==> src/rtl/fetch_pkg.sv <==
// fetch_pkg: shared constants and the packet type for the fetch stage.
//   INSTR_W     - instruction word width
//   PC_STEP     - byte distance between sequential instruction words
//   fetch_pkt_t - {pc, instr} pair handed from the fetch stage to decode
package fetch_pkg;

    localparam int INSTR_W = 32;
    localparam int PC_STEP = 4;
    localparam int PKT_PC_W = 32;

    typedef struct packed {
        logic [PKT_PC_W-1:0] pc;
        logic [INSTR_W-1:0]  instr;
    } fetch_pkt_t;

endpackage

==> src/rtl/fetch_skid_buffer.sv <==
// fetch_skid_buffer: two-entry output stage (output register + skid register).
//
// Ports:
//   clk, rst    - clock, synchronous active-high reset (clears valids and packets)
//   flush       - drop both entries this cycle (highest priority after rst)
//   in_valid    - a packet arrives this cycle; the producer only offers one when
//                 skid_valid is 0, so no input ready is needed
//   in_pkt      - arriving packet
//   out_valid   - output register holds a packet
//   out_ready   - consumer accepts out_pkt this cycle
//   out_pkt     - packet presented to the consumer
//   skid_valid  - second entry occupied; the producer must not offer more
//
// Handshake: a transfer happens on a posedge where out_valid && out_ready are both
// high; while out_valid && !out_ready, out_pkt and out_valid do not change.
import fetch_pkg::*;

module fetch_skid_buffer (
    input  logic       clk,
    input  logic       rst,
    input  logic       flush,
    input  logic       in_valid,
    input  fetch_pkt_t in_pkt,
    output logic       out_valid,
    input  logic       out_ready,
    output fetch_pkt_t out_pkt,
    output logic       skid_valid
);

    fetch_pkt_t skid_pkt;

    always_ff @(posedge clk) begin
        if (rst) begin
            out_valid  <= 1'b0;
            out_pkt    <= '0;
            skid_valid <= 1'b0;
            skid_pkt   <= '0;
        end else if (flush) begin
            // Only the valids are dropped; stale payloads are never observed.
            out_valid  <= 1'b0;
            skid_valid <= 1'b0;
        end else if (out_valid && out_ready && skid_valid) begin
            // Pop: the skid entry is older than anything that could arrive, and
            // the producer is gated off while skid_valid is set.
            out_pkt    <= skid_pkt;
            skid_valid <= 1'b0;
        end else if (in_valid) begin
            if (!out_valid || out_ready) begin
                out_pkt   <= in_pkt;
                out_valid <= 1'b1;
            end else begin
                skid_pkt   <= in_pkt;
                skid_valid <= 1'b1;
            end
        end else if (out_ready) begin
            out_valid <= 1'b0;
        end
    end

endmodule

==> src/rtl/fetch_unit.sv <==
// fetch_unit: instruction fetch stage in front of a synchronous instruction memory.
// Owns the PC, drives the word address, re-pairs the one-cycle-late read data
// with its PC and presents {out_pc, out_instr} to decode.
//
// Parameters:
//   ADDR_W    - PC / address width (at most 32)
//   RESET_PC  - first fetch address after reset
//
// Ports:
//   clk, rst                    - clock, synchronous active-high reset
//   redirect_valid, redirect_pc - taken branch/jump; flushes everything in flight,
//                                 target low two bits are forced to zero
//   imem_addr                   - byte address to memory, always the pc register
//   imem_instr                  - memory data for the address of the previous cycle
//   out_valid, out_ready        - decode handshake; transfer when both are high
//   out_pc, out_instr           - fetched instruction and its byte address
//   fetch_count, stall_count    - only with FETCH_PERF_EN defined: output transfers
//                                 and cycles with no issue (outside rst/redirect)
//
// Build option: FETCH_PERF_EN adds the two performance counters.
import fetch_pkg::*;

module fetch_unit #(
    parameter int                 ADDR_W   = 32,
    parameter logic [ADDR_W-1:0]  RESET_PC = ADDR_W'(32'h0000_0000)
) (
    input  logic               clk,
    input  logic               rst,
    input  logic               redirect_valid,
    input  logic [ADDR_W-1:0]  redirect_pc,
    output logic [ADDR_W-1:0]  imem_addr,
    input  logic [INSTR_W-1:0] imem_instr,
    output logic               out_valid,
    input  logic               out_ready,
    output logic [ADDR_W-1:0]  out_pc,
    output logic [INSTR_W-1:0] out_instr
`ifdef FETCH_PERF_EN
    ,
    output logic [31:0]        fetch_count,
    output logic [31:0]        stall_count
`endif
);

    logic [ADDR_W-1:0] pc;
    logic [ADDR_W-1:0] inflight_pc;
    logic              inflight;
    logic              issue;
    logic              skid_valid;
    fetch_pkt_t        land_pkt;
    fetch_pkt_t        out_pkt;

    // A new fetch is only started when its data is guaranteed a slot one cycle
    // later: the skid must be empty, and a fetch already landing must not be the
    // one that fills the skid behind a stalled output.
    always_comb begin
        issue = !rst && !redirect_valid && !skid_valid
                && !(inflight && out_valid && !out_ready);
    end

    always_ff @(posedge clk) begin
        if (rst) begin
            pc          <= RESET_PC;
            inflight    <= 1'b0;
            inflight_pc <= '0;
        end else if (redirect_valid) begin
            pc       <= redirect_pc & ~ADDR_W'(3);
            inflight <= 1'b0;
        end else if (issue) begin
            pc          <= pc + ADDR_W'(PC_STEP);
            inflight    <= 1'b1;
            inflight_pc <= pc;
        end else begin
            inflight <= 1'b0;
        end
    end

    assign imem_addr = pc;

    always_comb begin
        land_pkt       = '0;
        land_pkt.pc    = PKT_PC_W'(inflight_pc);
        land_pkt.instr = imem_instr;
    end

    fetch_skid_buffer u_buf (
        .clk        (clk),
        .rst        (rst),
        .flush      (redirect_valid),
        .in_valid   (inflight),
        .in_pkt     (land_pkt),
        .out_valid  (out_valid),
        .out_ready  (out_ready),
        .out_pkt    (out_pkt),
        .skid_valid (skid_valid)
    );

    assign out_pc    = ADDR_W'(out_pkt.pc);
    assign out_instr = out_pkt.instr;

`ifdef FETCH_PERF_EN
    always_ff @(posedge clk) begin
        if (rst) begin
            fetch_count <= '0;
            stall_count <= '0;
        end else begin
            // A transfer in a redirect cycle is still accepted by decode.
            if (out_valid && out_ready) begin
                fetch_count <= fetch_count + 32'd1;
            end
            if (!issue && !redirect_valid) begin
                stall_count <= stall_count + 32'd1;
            end
        end
    end
`endif

endmodule

==> config.mk <==
export PLATFORM = sky130hd
export DESIGN_NAME = fetch_unit
export DESIGN_NICKNAME = d
export VERILOG_FILES = /design/src/rtl/fetch_pkg.sv /design/src/rtl/fetch_skid_buffer.sv /design/src/rtl/fetch_unit.sv
export SDC_FILE = /design/constraint.sdc
export NUM_CORES = 1
export LEC_CHECK = 0
export CAP_MARGIN = 25
export CORE_MARGIN = 10
export CORE_UTILIZATION = 56
export DETAILED_ROUTE_END_ITERATION = 16
export HOLD_SLACK_MARGIN = 0.05
export PLACE_DENSITY = 0.85
export SLEW_MARGIN = 20
export SYNTH_ARGS = -nofsm -noshare
export SYNTH_HDL_FRONTEND = slang
export SYNTH_HIERARCHICAL = 1
export SYNTH_SLANG_ARGS = --single-unit
==> constraint.sdc <==
create_clock -name clk -period 3.57 [get_ports clk]
set_input_delay 0.8925 -clock clk [delete_from_list [all_inputs] [get_ports clk]]
set_output_delay 0.8925 -clock clk [all_outputs]
set_load 0.02 [all_outputs]
==> results of run 1 <==
==> Yosys cell counts (all sizes together), types with 2 or more instances <==
| cell type | n | area (um^2) |
|---|---|---|
| a31oi | 72 | 450 |
| and2 | 10 | 63.8 |
| xor2 | 5 | 43.8 |
| nand3 | 16 | 80.1 |
| nand2b | 3 | 18.8 |
| inv | 5 | 18.8 |
| a211oi | 72 | 846 |
| o21ai | 2 | 10.0 |
| clkbuf | 33 | 124 |
| and4 | 4 | 36.3 |
| nor3 | 6 | 30.0 |
| o22ai | 9 | 56.3 |
| buf | 56 | 469 |
| mux2i | 67 | 671 |
| nand2 | 210 | 788 |
| and3 | 5 | 36.3 |
| mux2 | 2 | 22.5 |
| nor2 | 18 | 67.6 |
| xnor2 | 16 | 140 |
| nand4 | 14 | 87.6 |
| a21oi | 108 | 541 |
| nor4 | 9 | 71.3 |
| a2bb2oi | 2 | 17.5 |
| dfxtp | 191 | 3820 |
==> registers in the layout (all words and copies together), names as in the netlist <==
register	count
u_buf/skid_valid	1
u_buf/out_pkt	64
u_buf/out_valid	1
u_buf/skid_pkt	64
inflight_pc	30
imem_addr	30
inflight	1
==> final cells by class <==
type | instances | area (um^2) | area share (%)
flip-flops and latches | 191 | 3820 | 35.5
well taps | 188 | 235 | 2.19
clock buffers | 20 | 457 | 4.25
inverters | 5 | 18.8 | 0.174
multi-input cells | 672 | 4280 | 39.8
clock inverters | 12 | 156 | 1.45
repair buffers | 178 | 1790 | 16.6
==> where the power goes <==
part,switching (mW),internal (mW)
Sequential,0.0791,2.20
Combinational,0.324,0.275
Clock,0.814,1.14
Total,1.22,3.62
==> per-stage QoR <==
| step | power (mW) | hold slack (ns) | instance area (um^2) |
|---|---|---|---|
| after global placement | 2.91 | 0.441 | 10100 |
| after global routing | 5.00 | 0.471 | 10800 |
| after floorplan | 2.66 | 0.436 | 8680 |
| final | 4.84 | 0.453 | 10800 |
| after CTS | 4.87 | 0.454 | 10800 |
| after detailed placement | 2.92 | 0.446 | 10100 |
==> layout by cell type, fill, tap and decap left out, types with 2 or more instances in the layout <==
cell type | Yosys | final
clkinv_2 | 0 | 3
and2_1 | 9 | 9
a211oi_1 | 11 | 11
a21oi_1 | 108 | 108
a2bb2oi_1 | 2 | 2
nor2_1 | 18 | 18
nand2b_1 | 3 | 2
a31oi_1 | 72 | 72
inv_2 | 2 | 3
buf_4 | 11 | 14
clkdlybuf4s50_1 | 0 | 159
and4_1 | 3 | 3
nand4_1 | 14 | 14
clkbuf_8 | 0 | 2
a211oi_2 | 61 | 61
and3_1 | 4 | 4
nor3_1 | 6 | 6
dfxtp_1 | 191 | 191
o22ai_1 | 9 | 9
nand3_1 | 16 | 14
bufinv_16 | 0 | 3
o21ai_0 | 2 | 2
clkinv_4 | 0 | 3
clkbuf_16 | 0 | 17
inv_6 | 0 | 2
mux2i_1 | 67 | 67
nand2_1 | 210 | 210
nor4_1 | 8 | 8
xor2_1 | 5 | 5
conb_1 | 1 | 6
xnor2_1 | 16 | 16
mux2_2 | 2 | 2
buf_12 | 1 | 4
inv_1 | 3 | 2
==> layer usage <==
metal	part of all wire, %	vias up	GRT usage, %
met4	1.1	0	5.32
li1	-	3632	-
met1	46	3525	28.9
met2	45	261	32.5
met5	0	-	0
met3	8.1	19	6.07
==> worst paths after layout <==
path                   endpoint  slack [ns]  cells after the start
min          u_buf/skid_pkt[46]        0.45                      2
max                   out_valid        0.93                      1
max reg2reg       imem_addr[28]        1.11                      6
min reg2reg  u_buf/skid_pkt[46]        0.45                      2
==> cell families after synthesis <==
kind of cell | after synthesis | synth area share (%)
adder cells (fa/ha/maj) | 1 | 0.145
AND/OR/NAND/NOR | 303 | 15.6
AO/OA/AOI/OAI | 272 | 22.9
other | 1 | 0.0433
buffers and inverters | 94 | 7.07
multiplexers | 69 | 8.01
flip-flops | 191 | 44.2
XOR/XNOR | 21 | 2.12
==> out/results.tsv, run 1 <==
stage	metric	value	unit
pwr	Pwr Density	450	mW/mm^2
cells_and_area	share of cells above drive strength 1	11.8	%
cells_and_area	non-filler cells, final	1266	
sta	Max-slew headroom	33.6	%
detailed_routing	drt wl/cell	17.9	um
floorplan	Die Ht	144	um
placement	gpl congestion	0.824	
detailed_routing	post-route ant nets	0	
setup_path	worst-path cell chain	clkdlybuf4s50_1	
sta	pins over their slew limit	0	
clocking	CTS root buf	clkbuf_16	
placement	Port Buf Inserts	160	
sta	worst-margin pin slew	0.996	ns
min_path	min-delay src	u_buf/skid_pkt[46]	
setup_path	Crit Path Category	reg -> out	
setup_path	crit path from	u_buf/out_valid	
sta	Clock Skew	0.00770	ns
sta	Final WS setup	0.925	ns
sta	Final Cycle Share	74.1	%
sta	Post-Route Setup TNS	0	ns
clocking	Post-CTS Hold Fix Bufs	0	
min_path	worst hold path class	reg -> reg	
setup_path	Crit path max-delay family	buffers and inverters	
placement	Post-Place Setup Slack	0.599	ns
floorplan	die width	144	um
clocking	H-tree depth	4	
sta	Max Fclk	0.378	GHz
logic_synthesis	Async S/R FF share, synth	0	%
sta	Finish-stage setup viols	0	
floorplan	# IOs	165	
logic_synthesis	syn_area_per_cell	9.09	um^2
setup_path	Worst Path Buf+Inv	1	
setup_path	WP data required	2.68	ns
clocking	clk_lat worst skew	0.43	ns
cells_and_area	Final Core Density	70.8	%
pwr	Static Leak	3.90	nW
clocking	CTS max path bufs	2	
cells_and_area	# fillers	1152	
detailed_routing	DR vias/cell	5.87	
grt	Overflow after GRT	0	
grt	initial antenna violation count	0	
sta	RSZ-0062 raised after global routing	no	
detailed_routing	DRC	0	
detailed_routing	drt initial violations	493	
floorplan	FP Rows	45	
sta	Final min period	2.64	ns
floorplan	initial core utilization	56.9	%
clocking	Clock Sinks	191	
logic_synthesis	Mapped Cells	952	
setup_path	CP Max Fanout	10	
pwr	peak supply drop	0.000355	V
setup_path	CP endpoint kind	primary output	
logic_synthesis	synth unique cells	52	
placement	Inst Count DP	1234	
grt	number of global-route vias before repair	7020	
logic_synthesis	Post-synth top flop	dfxtp_1	
clocking	Post-CTS Setup Repair Bufs	0	
run	max cap viols	0	
clocking	Clock transition at path regs	0.06	ns
logic_synthesis	synthesized cell area	0.00866	mm^2
grt	pin count of the biggest net entering global routing	93	
placement	dpl hpwl	14.9	mm
floorplan	die area	0.0208	mm^2
cells_and_area	Syn-to-layout area delta	24.3	%
detailed_routing	DRT Pass-1 Iters	4	
setup_path	Critical Path Source Type	flip-flop	
logic_synthesis	number of enable flip-flop cells after synthesis	0	
floorplan	Core ar.	0.0152	mm^2
clocking	TritonCTS buffer count	17	
setup_path	reg-to-reg critical path startpoint	imem_addr[2]	
detailed_routing	DR vias	7437	
logic_synthesis	sequential fraction of the synthesis area	44.2	%
grt	global-route wire length before repair	36.2	mm
grt	total track usage	21.3	%
logic_synthesis	Yosys warning count	6	
cells_and_area	# diodes	0	
sta	endpoints failing hold	0	
clocking	CTS-repair resized insts	0	
cells_and_area	final net count	1134	
setup_path	CP arrival	1.75	ns
clocking	CTS tree	built	
detailed_routing	DRT Wirelength	22.7	mm
outcome	status	finished, final reports clean	
logic_synthesis	Seq cells post-synth	191	
setup_path	Worst path max stage delay	0.73	ns
setup_path	CP max stage cell	clkdlybuf4s50_1	
Power figures use the tool's default switching activity.
==> run 2: changes to the inputs <==
--- a/config.mk
+++ b/config.mk
@@ -7,10 +7,10 @@
 export LEC_CHECK = 0
 export CAP_MARGIN = 25
 export CORE_MARGIN = 10
-export CORE_UTILIZATION = 56
+export CORE_UTILIZATION = 52
 export DETAILED_ROUTE_END_ITERATION = 16
 export HOLD_SLACK_MARGIN = 0.05
-export PLACE_DENSITY = 0.85
+export PLACE_DENSITY = 0.8
 export SLEW_MARGIN = 20
 export SYNTH_ARGS = -nofsm -noshare
 export SYNTH_HDL_FRONTEND = slang
==> constraint.sdc (replaced) <==
create_clock -name clk -period 2.7 [get_ports clk]
set_input_delay 0.675 -clock clk [delete_from_list [all_inputs] [get_ports clk]]
set_output_delay 0.675 -clock clk [all_outputs]
set_load 0.02 [all_outputs]
==> out/results.tsv, run 2 (synthesis gave the netlist of run 1 again) <==
stage	metric	value	unit	change
outcome	status	finished, final reports clean		
floorplan	Core ar.	0.0165	mm^2	+8.3%
grt	initial antenna violation count	0		unchanged
cells_and_area	share of cells above drive strength 1	12.4	%	+0.66 points
cells_and_area	non-filler cells, final	1305		+3.1%
sta	worst-margin pin slew	0.633	ns	-0.363 ns
detailed_routing	DR vias/cell	5.64		-4.0%
grt	number of global-route vias before repair	7250		+3.3%
cells_and_area	final net count	1143		+0.79%
setup_path	worst-path cell chain	clkdlybuf4s50_1		
setup_path	CP max stage cell	clkdlybuf4s50_1		
grt	Overflow after GRT	0		unchanged
clocking	Clock Sinks	191		unchanged
pwr	Sw Share	24.2	%	-0.96 points
detailed_routing	drt initial violations	391		-21%
setup_path	reg2reg end	imem_addr[29]		
cells_and_area	Final Core Density	66.5	%	-4.2 points
clocking	Post-CTS Setup Repair Bufs	0		unchanged
sta	Final WS setup	0.264	ns	-0.661 ns
pwr	Sw Pwr	1.57	mW	+29%
setup_path	CP Max Fanout	10		unchanged
setup_path	crit path from	u_buf/out_valid		
clocking	TritonCTS buffer count	17		unchanged
detailed_routing	DRC	0		unchanged
cells_and_area	most common cell after layout, fill and taps aside	nand2_1		
sta	Final min period	2.44	ns	
placement	dpl hpwl	14.7	mm	-1.8%
sta	endpoints failing hold	0		unchanged
sta	Post-Route Setup TNS	0	ns	unchanged
placement	Post-Place Setup Slack	0.148	ns	-0.451 ns
setup_path	Crit path max-delay family	buffers and inverters		
floorplan	FP Rows	47		+4.4%
detailed_routing	DRT Pass-1 Iters	4		unchanged
grt	total track usage	20.1	%	-1.2 points
setup_path	Crit Path Category	reg -> out		
setup_path	Critical Path Source Type	flip-flop		
sta	Finish-stage setup viols	0		unchanged
pwr	Pint	4.93	mW	+36%
placement	Port Buf Inserts	160		unchanged
pwr	Clk network pwr share	41.2	%	+0.7 points
sta	RSZ-0062 raised after global routing	no		
pwr	Final Total Pwr	6.51	mW	+34%
min_path	worst hold path class	reg -> reg		
detailed_routing	post-route ant nets	0		unchanged
cells_and_area	largest registers	u_buf/out_pkt x64, u_buf/skid_pkt x64		
detailed_routing	drt wl/cell	17.4	um	-2.9%
floorplan	die width	149	um	+3.2%
cells_and_area	FF/Latch Area	0.00382	mm^2	unchanged
setup_path	internal reg-to-reg setup slack	0.43	ns	-0.68 ns
cells_and_area	final instance area	0.0110	mm^2	+1.8%
clocking	CTS-repair resized insts	0		unchanged
placement	Inst Count DP	1275		+3.3%
setup_path	WP data required	2.03	ns	-0.65 ns
pwr	sequential cell fraction of total power	46.3	%	-0.9 points
setup_path	Worst Path Buf+Inv	1		unchanged
placement	placed cell area	0.0103	mm^2	+1.7%
setup_path	FF-to-FF path depth	5		-1
clocking	CTS root buf	clkbuf_16		
sta	Final Cycle Share	90.2	%	
floorplan	die area	0.0222	mm^2	+6.6%
clocking	clk_lat worst skew	0.42	ns	about the same
pwr	Pwr Density	594	mW/mm^2	+32%
clocking	CTS max path bufs	2		unchanged
cells_and_area	commonest cells after routing, fill and taps aside	nand2_1 (210), dfxtp_1 (191), clkdlybuf4s50_1 (159), a21oi_1 (108), a31oi_1 (72)		
pwr	peak supply drop	0.000481	V	+36%
detailed_routing	DR vias	7362		-1.0%
pwr	Logic pwr share	12.5	%	about the same
clocking	Post-CTS Hold Fix Bufs	0		unchanged
sta	pins over their slew limit	0		unchanged
cells_and_area	Syn-to-layout area delta	26.5	%	
cells_and_area	# diodes	0		unchanged
detailed_routing	DRT Wirelength	22.7	mm	about the same
setup_path	CP endpoint kind	primary output		
setup_path	reg-to-reg critical path startpoint	imem_addr[3]		
placement	gpl congestion	0.858		+4.2%
cells_and_area	# fillers	1363		+18%
sta	Hold WS	0.452	ns	-0.000902 ns
pwr	Static Leak	3.98	nW	+2.0%
clocking	H-tree depth	4		unchanged
sta	Clock Skew	0.00652	ns	-0.00118 ns
sta	Max Fclk	0.411	GHz	
cells_and_area	Multi-input gate area	0.00428	mm^2	unchanged
grt	pin count of the biggest net entering global routing	107		+15%
floorplan	Die Ht	149	um	+3.2%
grt	global-route wire length before repair	37.2	mm	+2.7%
sta	Max-slew headroom	57.4	%	+24 points
run	max cap viols	0		unchanged
setup_path	Critical Path End	out_valid		
setup_path	CP Depth	1		unchanged
clocking	Clock transition at path regs	0.06	ns	about the same
clocking	CTS tree	built		
floorplan	initial core utilization	52.6	%	-4.4 points
floorplan	# IOs	165		unchanged
setup_path	CP arrival	1.76	ns	about the same
setup_path	Worst path max stage delay	0.74	ns	about the same
[run 2: power groups by stage]
stage | logic (mW) | registers, mW | clock network, mW
global placement | 0.803 | 3.07 | 0
finish | 0.811 | 3.01 | 2.68
floorplan | 0.367 | 3.15 | 0
detailed placement | 0.810 | 3.07 | 0
CTS | 0.816 | 3.01 | 2.74
global route | 0.873 | 3.02 | 2.86
[run 2: routing by layer]
layer	wire length (um)	up-vias	global-route usage, %
met5	0	-	0
met4	371	0	6.82
met3	1800	28	5.55
met2	10100	249	30.2
met1	10400	3440	27.2
li1	-	3645	-
[run 2: final cells by class]
| class | count | area share (%) |
|---|---|---|
| repair buffers | 187 | 17.5 |
| inverters | 5 | 0.171 |
| clock inverters | 9 | 1.44 |
| flip-flops and latches | 191 | 34.9 |
| clock buffers | 21 | 4.39 |
| well taps | 220 | 2.51 |
| multi-input cells | 672 | 39.1 |
[run 2: how the worst min path moves through the flow]
stage / start / to / slack (ns) / cells after the start
5_1_grt: u_buf/skid_pkt[51] / u_buf/skid_pkt[51] / 0.47 / 2
6_report: u_buf/skid_pkt[39] / u_buf/skid_pkt[39] / 0.45 / 2
2_1_floorplan: u_buf/skid_pkt[0] / u_buf/skid_pkt[0] / 0.44 / 2
3_3_place_gp: u_buf/skid_pkt[60] / u_buf/skid_pkt[60] / 0.44 / 2
4_1_cts: u_buf/skid_pkt[46] / u_buf/skid_pkt[46] / 0.45 / 2
3_5_place_dp: u_buf/skid_pkt[46] / u_buf/skid_pkt[46] / 0.45 / 2
==> run 3: changes to the inputs <==
--- a/config.mk
+++ b/config.mk
@@ -16,3 +16,4 @@
 export SYNTH_HDL_FRONTEND = slang
 export SYNTH_HIERARCHICAL = 1
 export SYNTH_SLANG_ARGS = --single-unit
+export TNS_END_PERCENT = 20
==> results of run 3 <==
Same layout as run 2: the final DEF is identical, and so are final timing and power.
